<file path="src/rtl/timer_pkg.sv">
`default_nettype none
// ============================================================
// timer_pkg: state encoding shared by timer_ctrl and display mux
// Rev 1.0
// ============================================================
package timer_pkg;

    localparam int STATE_W = 2;

    typedef enum logic [STATE_W-1:0] {
        ST_IDLE  = 2'd0,
        ST_RUN   = 2'd1,
        ST_PAUSE = 2'd2,
        ST_DONE  = 2'd3
    } state_t;

endpackage
`default_nettype wire

</file>
<file path="src/rtl/btn_repeat.sv">
`default_nettype none
// ============================================================
// btn_repeat: rising-edge step with hold-to-repeat on tick_rpt
// Rev 1.0
// ============================================================
module btn_repeat
    import timer_pkg::*;
#(
    parameter int REPEAT_DLY = 5
) (
    input  logic clk,
    input  logic rst,
    input  logic btn,
    input  logic tick_rpt,
    output logic step
);

    localparam int RW = (REPEAT_DLY < 2) ? 1 : $clog2(REPEAT_DLY + 1);
    localparam logic [RW-1:0] c_dly = RW'(REPEAT_DLY);

    logic          r_btn_q;
    logic [RW-1:0] r_hold;
    logic          w_held;
    logic          w_armed;

    assign w_held  = btn & r_btn_q;
    assign w_armed = (r_hold == c_dly);

    always_ff @(posedge clk) begin
        if (rst) begin
            r_btn_q <= 1'b0;
            r_hold  <= '0;
        end else begin
            r_btn_q <= btn;
            // hold counter saturates once armed; release re-arms the delay
            if (!w_held)
                r_hold <= '0;
            else if (tick_rpt && !w_armed)
                r_hold <= r_hold + RW'(1);
        end
    end

    assign step = (btn & ~r_btn_q) | (w_held & tick_rpt & w_armed);

endmodule
`default_nettype wire

</file>
<file path="src/rtl/timer_ctrl.sv">
`default_nettype none
// ============================================================
// timer_ctrl: countdown timer FSM with pause, alarm and reload
// Rev 1.0
// ============================================================
module timer_ctrl
    import timer_pkg::*;
#(
    parameter int CNT_W      = 7,
    parameter int MAX_VAL    = 99,
    parameter int REPEAT_DLY = 5,
    parameter int ALARM_SEC  = 3,
    parameter int RELOAD     = 1
) (
    input  logic               clk,
    input  logic               rst,
    input  logic               timer_mode,
    input  logic               inc_btn,
    input  logic               dec_btn,
    input  logic               start_btn,
    input  logic               clr_btn,
    input  logic               tick_1hz,
    input  logic               tick_rpt,
    output logic [CNT_W-1:0]   timer_seconds,
    output logic [STATE_W-1:0] state,
    output logic               timer_running,
    output logic               done_pulse,
    output logic               alarm
);

    localparam int AW = (ALARM_SEC < 2) ? 1 : $clog2(ALARM_SEC);
    localparam logic [CNT_W-1:0] c_max_val    = CNT_W'(MAX_VAL);
    localparam logic [CNT_W-1:0] c_one        = CNT_W'(1);
    localparam logic [AW-1:0]    c_alarm_last = AW'(ALARM_SEC - 1);

    state_t           r_state, w_next_state;
    logic [CNT_W-1:0] r_count, w_next_count;
    logic [CNT_W-1:0] r_preset, w_next_preset;
    logic [AW-1:0]    r_acnt, w_next_acnt;
    logic             w_next_done;
    logic [3:0]       r_btn_q;
    logic [3:0]       w_edge;
    logic             w_inc_step, w_dec_step;
    logic             w_up, w_dn, w_start, w_clr, w_any_edge;
    logic [CNT_W-1:0] w_exit_count;

    btn_repeat #(.REPEAT_DLY(REPEAT_DLY)) u_inc_rpt (
        .clk      (clk),
        .rst      (rst),
        .btn      (inc_btn),
        .tick_rpt (tick_rpt),
        .step     (w_inc_step)
    );

    btn_repeat #(.REPEAT_DLY(REPEAT_DLY)) u_dec_rpt (
        .clk      (clk),
        .rst      (rst),
        .btn      (dec_btn),
        .tick_rpt (tick_rpt),
        .step     (w_dec_step)
    );

    assign w_edge       = {clr_btn, start_btn, dec_btn, inc_btn} & ~r_btn_q;
    assign w_start      = w_edge[2];
    assign w_clr        = w_edge[3];
    assign w_any_edge   = |w_edge;
    assign w_up         = w_inc_step & ~w_dec_step;
    assign w_dn         = w_dec_step & ~w_inc_step;
    assign w_exit_count = (RELOAD != 0) ? r_preset : '0;

    always_comb begin
        w_next_state  = r_state;
        w_next_count  = r_count;
        w_next_preset = r_preset;
        w_next_acnt   = r_acnt;
        w_next_done   = 1'b0;
        if (!timer_mode) begin
            w_next_state = ST_IDLE;
            w_next_count = '0;
            w_next_acnt  = '0;
        end else if (w_clr) begin
            w_next_state  = ST_IDLE;
            w_next_count  = '0;
            w_next_preset = '0;
            w_next_acnt   = '0;
        end else begin
            case (r_state)
                ST_IDLE: begin
                    if (w_start && (r_count != '0)) begin
                        w_next_state  = ST_RUN;
                        w_next_preset = r_count;
                    end else if (w_up && (r_count < c_max_val)) begin
                        w_next_count = r_count + c_one;
                    end else if (w_dn && (r_count != '0)) begin
                        w_next_count = r_count - c_one;
                    end
                end
                ST_RUN: begin
                    // a tick landing with a start edge still takes its decrement
                    if (tick_1hz) begin
                        if (r_count <= c_one) begin
                            w_next_state = ST_DONE;
                            w_next_count = '0;
                            w_next_done  = 1'b1;
                            w_next_acnt  = '0;
                        end else begin
                            w_next_count = r_count - c_one;
                            if (w_start)
                                w_next_state = ST_PAUSE;
                        end
                    end else if (w_start) begin
                        w_next_state = ST_PAUSE;
                    end
                end
                ST_PAUSE: begin
                    if (w_start)
                        w_next_state = ST_RUN;
                    else if (w_up && (r_count < c_max_val))
                        w_next_count = r_count + c_one;
                    else if (w_dn && (r_count > c_one))
                        w_next_count = r_count - c_one;
                end
                ST_DONE: begin
                    if (w_any_edge || (tick_1hz && (r_acnt == c_alarm_last))) begin
                        w_next_state = ST_IDLE;
                        w_next_count = w_exit_count;
                        w_next_acnt  = '0;
                    end else if (tick_1hz) begin
                        w_next_acnt = r_acnt + AW'(1);
                    end
                end
                default: w_next_state = ST_IDLE;
            endcase
        end
    end

    always_ff @(posedge clk) begin
        if (rst) begin
            r_state       <= ST_IDLE;
            r_count       <= '0;
            r_preset      <= '0;
            r_acnt        <= '0;
            r_btn_q       <= '0;
            done_pulse    <= 1'b0;
            timer_running <= 1'b0;
            alarm         <= 1'b0;
        end else begin
            r_state       <= w_next_state;
            r_count       <= w_next_count;
            r_preset      <= w_next_preset;
            r_acnt        <= w_next_acnt;
            r_btn_q       <= {clr_btn, start_btn, dec_btn, inc_btn};
            done_pulse    <= w_next_done;
            timer_running <= (w_next_state == ST_RUN);
            alarm         <= (w_next_state == ST_DONE);
        end
    end

    assign timer_seconds = r_count;
    assign state         = r_state;

endmodule
`default_nettype wire

</file>
<file path="config.mk">
export PLATFORM = sky130hd
export DESIGN_NAME = timer_ctrl
export DESIGN_NICKNAME = d
export VERILOG_FILES = /design/src/rtl/timer_pkg.sv /design/src/rtl/btn_repeat.sv /design/src/rtl/timer_ctrl.sv
export SDC_FILE = /design/constraint.sdc
export NUM_CORES = 1
export LEC_CHECK = 0
export CAP_MARGIN = 15
export CORE_ASPECT_RATIO = 1.1
export CORE_MARGIN = 5
export CORE_UTILIZATION = 51
export CTS_CLUSTER_DIAMETER = 100
export DETAILED_ROUTE_END_ITERATION = 6
export MAX_ROUTING_LAYER = met4
export PLACE_DENSITY = 0.85
export SLEW_MARGIN = 15
export SYNTH_ARGS = -nofsm -noshare
export SYNTH_HDL_FRONTEND = slang
export SYNTH_HIERARCHICAL = 1
export SYNTH_SLANG_ARGS = --single-unit
</file>
<file path="constraint.sdc">
create_clock -name clk -period 2.3 [get_ports clk]
set_input_delay 0.23 -clock clk [delete_from_list [all_inputs] [get_ports clk]]
set_output_delay 0.23 -clock clk [all_outputs]
set_load 0.02 [all_outputs]
</file>
==> results.toml <==
[clock_tree]
path_clk_slew_ns = 0.07
clockBufferDepth = 2
cts_buffers = 5
clkLatencyLatePin_ns = 0.29
cts.sinks = 33
cts_tree = "built"
clockRootBuffer = "clkbuf_8"
postCtsSetupBuffers = 0
htree_levels = 2

[worst_setup_path]
startpoint_type = "register"
path_class = "register to register"
path_depth = 10
path_max_fanout = 7
slowest_delay_ns = 0.32
critPathCapture = "timer_seconds[2]"
reg2reg_to = "timer_seconds[2]"
critical-path-top-delay-family = "simple AND/OR/NAND/NOR gates"
endpoint_kind = "register"
crit_slowest_cell = "o311a_1"
r2r_cells = 10
cp-startpoint = "u_dec_rpt/r_hold[1]"
rrSetupSlack_ns = 0.12
cp.arrival_ns = 2.37
required_ns = 2.49
crit_chain = "inv_1 > ha_1 > nand3_1 > a21boi_2 > nand2b_4 > a21oi_4 > or2_4 > and3_1 > o311a_1 > a31o_1"
timing.rr.start = "u_dec_rpt/r_hold[1]"
worst-path-buf-inv = 1

[floorplanning]
die_w_um = 70.6
design.core.area_mm2 = 0.00393
std_cell_rows = 24
die_h_um = 76.6
die_area_mm2 = 0.00540
start_util_pct = 52.3
io_pins = 21

[routing]
drt_iter0_markers = 136
vias_per_cell = 5.83
drt_first_pass_iters = 7
drt_wl_total_um = 4980
drc_errors = 0
ant_nets = 0
routed-via-count = 1901
wl_per_cell_um = 15.3

[final_layout]
drive_gt1_share_pct = 21.5
nets = 291
syn2layout_area_growth_pct = 24.5
diodes = 0

[power]
p_leak_nw = 0.985
ir_drop_mv = 0.392
power_density_mw_per_mm2 = 570
fin_total_pwr_mw = 1.46

[timing]
slew_viol_final = 0
hold_ws_ns = 0.500
setup_violations = 0
max_slew_margin_pct = 64.4
fin_crit_sh_pct = 95.0
period_needed_ns = 2.18
fin_skew_ns = 0.00973
rsz0062_at_grt = "no"
max_slew.worst_pin.slew_ns = 0.534
fmax_ghz = 0.458
tns_ns = 0
hold_viol_final = 0

[run]
drv_cap = 0

[synthesis]
yosys_warnings = 6
avgSynthCellArea_um2 = 8.75
synthArstFlopShare_pct = 0
synthTopCellsByArea = "dfxtp_1 32%, ha_1 5.5%, nor2_1 3.8%"
synth_top_area_share_pct = 32.1
synth_top_area_cell = "dfxtp_1"
yosys_register_bits = 33
ys.flop_type = "dfxtp_1"
yosysSeqAreaShare_pct = 32.1
syn-cell-area_mm2 = 0.00206
synth-edff-count = 0
syn_inst = 235
syn-num-nets = 253
ys_types = 62

[global_routing]
met2_usage_pct = 29.2
grt_max_degree = 22
grt_pass1_vias = 1780
grt_util_met3_pct = 5.80
antenna_found_initial = 0
grt_pass1_wl_um = 8370
grtUsageMet1_pct = 24.2
grt-ovfl-total = 0
grt_usage_pct = 19.8
top_usage_layer = "met2"

[outcome]
status = "complete, no violations"

[hold_path]
hp-class = "register to register"

[placed_design]
port_buffers = 20
finalWeightedCongestion = 0.983
hpwl_um = 3730
logic make-up (layout without fill, tap and decap cells):
logic type	count (synthesis)	count (layout)	share of synthesized area, %
AND/OR/NAND/NOR	99	99	28.7
AO/OA/AOI/OAI	61	61	22.8
flip-flops	33	33	32.1
buffers and inverters	20	59	4.93
adder cells (fa/ha/maj)	9	9	5.47
XOR/XNOR	7	7	2.98
multiplexers	6	6	2.98
state kept, by name, summed over array words and instances (netlist names):
name,cells
r_acnt,2
timer_running,1
alarm,1
state,2
r_btn_q,4
timer_seconds,7
u_inc_rpt/r_btn_q,1
u_dec_rpt/r_hold,3
done_pulse,1
u_inc_rpt/r_hold,3
r_preset,7
u_dec_rpt/r_btn_q,1
Yosys cell counts (all sizes together), types with 2 or more instances:
cell type	number
dfxtp	33
nor2	22
nand2	17
a21oi	14
o21ai	11
ha	9
inv	9
nor2b	9
nor3	8
a22oi	7
buf	7
nand3	7
and2	5
and3	5
mux2i	5
clkbuf	4
nor3b	4
xnor2	4
a211o	3
a211oi	3
nand2b	3
nand3b	3
nand4	3
o311ai	3
or2	3
xor2	3
a21bo	2
a21boi	2
a221oi	2
and4b	2
nand4b	2
nand4bb	2
o31ai	2
or3	2
repair_timing:
action,CTS,global route
hold buffers,0,0
endpoints found under the setup margin,3,7
endpoints found under the hold margin,0,0
pin swaps,0,3
gates resized for setup,3,7
stage by stage:
stage	utilization (%)	std cells	cell area [um^2]	worst slack, ns
after floorplan	-	235	2060	0.0885
after global placement	61.5	318	2420	-0.143
after detailed placement	61.5	318	2420	-0.236
after CTS	64.4	326	2530	0.0201
after global routing	65.1	326	2560	0.00454
final	65.1	326	2560	0.115
report_power, final:
group | switching [mW] | internal, mW | total, mW
registers | 0.0224 | 0.586 | 0.609
clock network | 0.213 | 0.270 | 0.483
logic | 0.194 | 0.175 | 0.368
worst min path at each step:
stage | depth (start not counted) | startpoint | end
2_1_floorplan | 1 | rst | r_btn_q[1]
3_3_place_gp | 2 | r_preset[3] | r_preset[3]
3_5_place_dp | 2 | r_preset[1] | r_preset[1]
4_1_cts | 2 | u_dec_rpt/r_hold[1] | u_dec_rpt/r_hold[1]
5_1_grt | 2 | r_acnt[1] | r_acnt[1]
6_report | 2 | r_acnt[1] | r_acnt[1]
tightest hold or removal path: stages, from the launching register on:
cell and delay (ns):
dfxtp_1 0.34, a21oi_1 0.06, nor2_1 0.07
cells in the final DEF, fill, tap and decap left out, types with 4 or more instances in the layout:
master / netlist / routed
nor2_1: 21 / 21
clkdlybuf4s50_1: 0 / 20
nor3_1: 6 / 5
mux2i_1: 5 / 5
ha_1: 9 / 9
buf_4: 2 / 22
nor2b_1: 9 / 9
dfxtp_1: 33 / 33
a21oi_1: 14 / 13
inv_1: 9 / 9
clkbuf_8: 0 / 7
a22oi_1: 7 / 7
xnor2_1: 4 / 4
nand2_1: 17 / 17
nand3_1: 7 / 7
o21ai_0: 9 / 9
final cells by class:
class | instances | area [um^2]
clock buffer | 7 | 96.3
clock inverter | 1 | 5.00
fill | 315 | 1370
inverter | 9 | 33.8
multi-input combinational | 182 | 1340
sequential | 33 | 661
tap | 52 | 65.1
timing repair buffer | 42 | 365
layer usage:
metal  share of wire [%]  vias up
met4                 3.1        0
met3                 8.8       19
met5                   0        -
met1                  42      873
li1                    -      928
met2                  46       81
(Power assumes the default switching activity.)
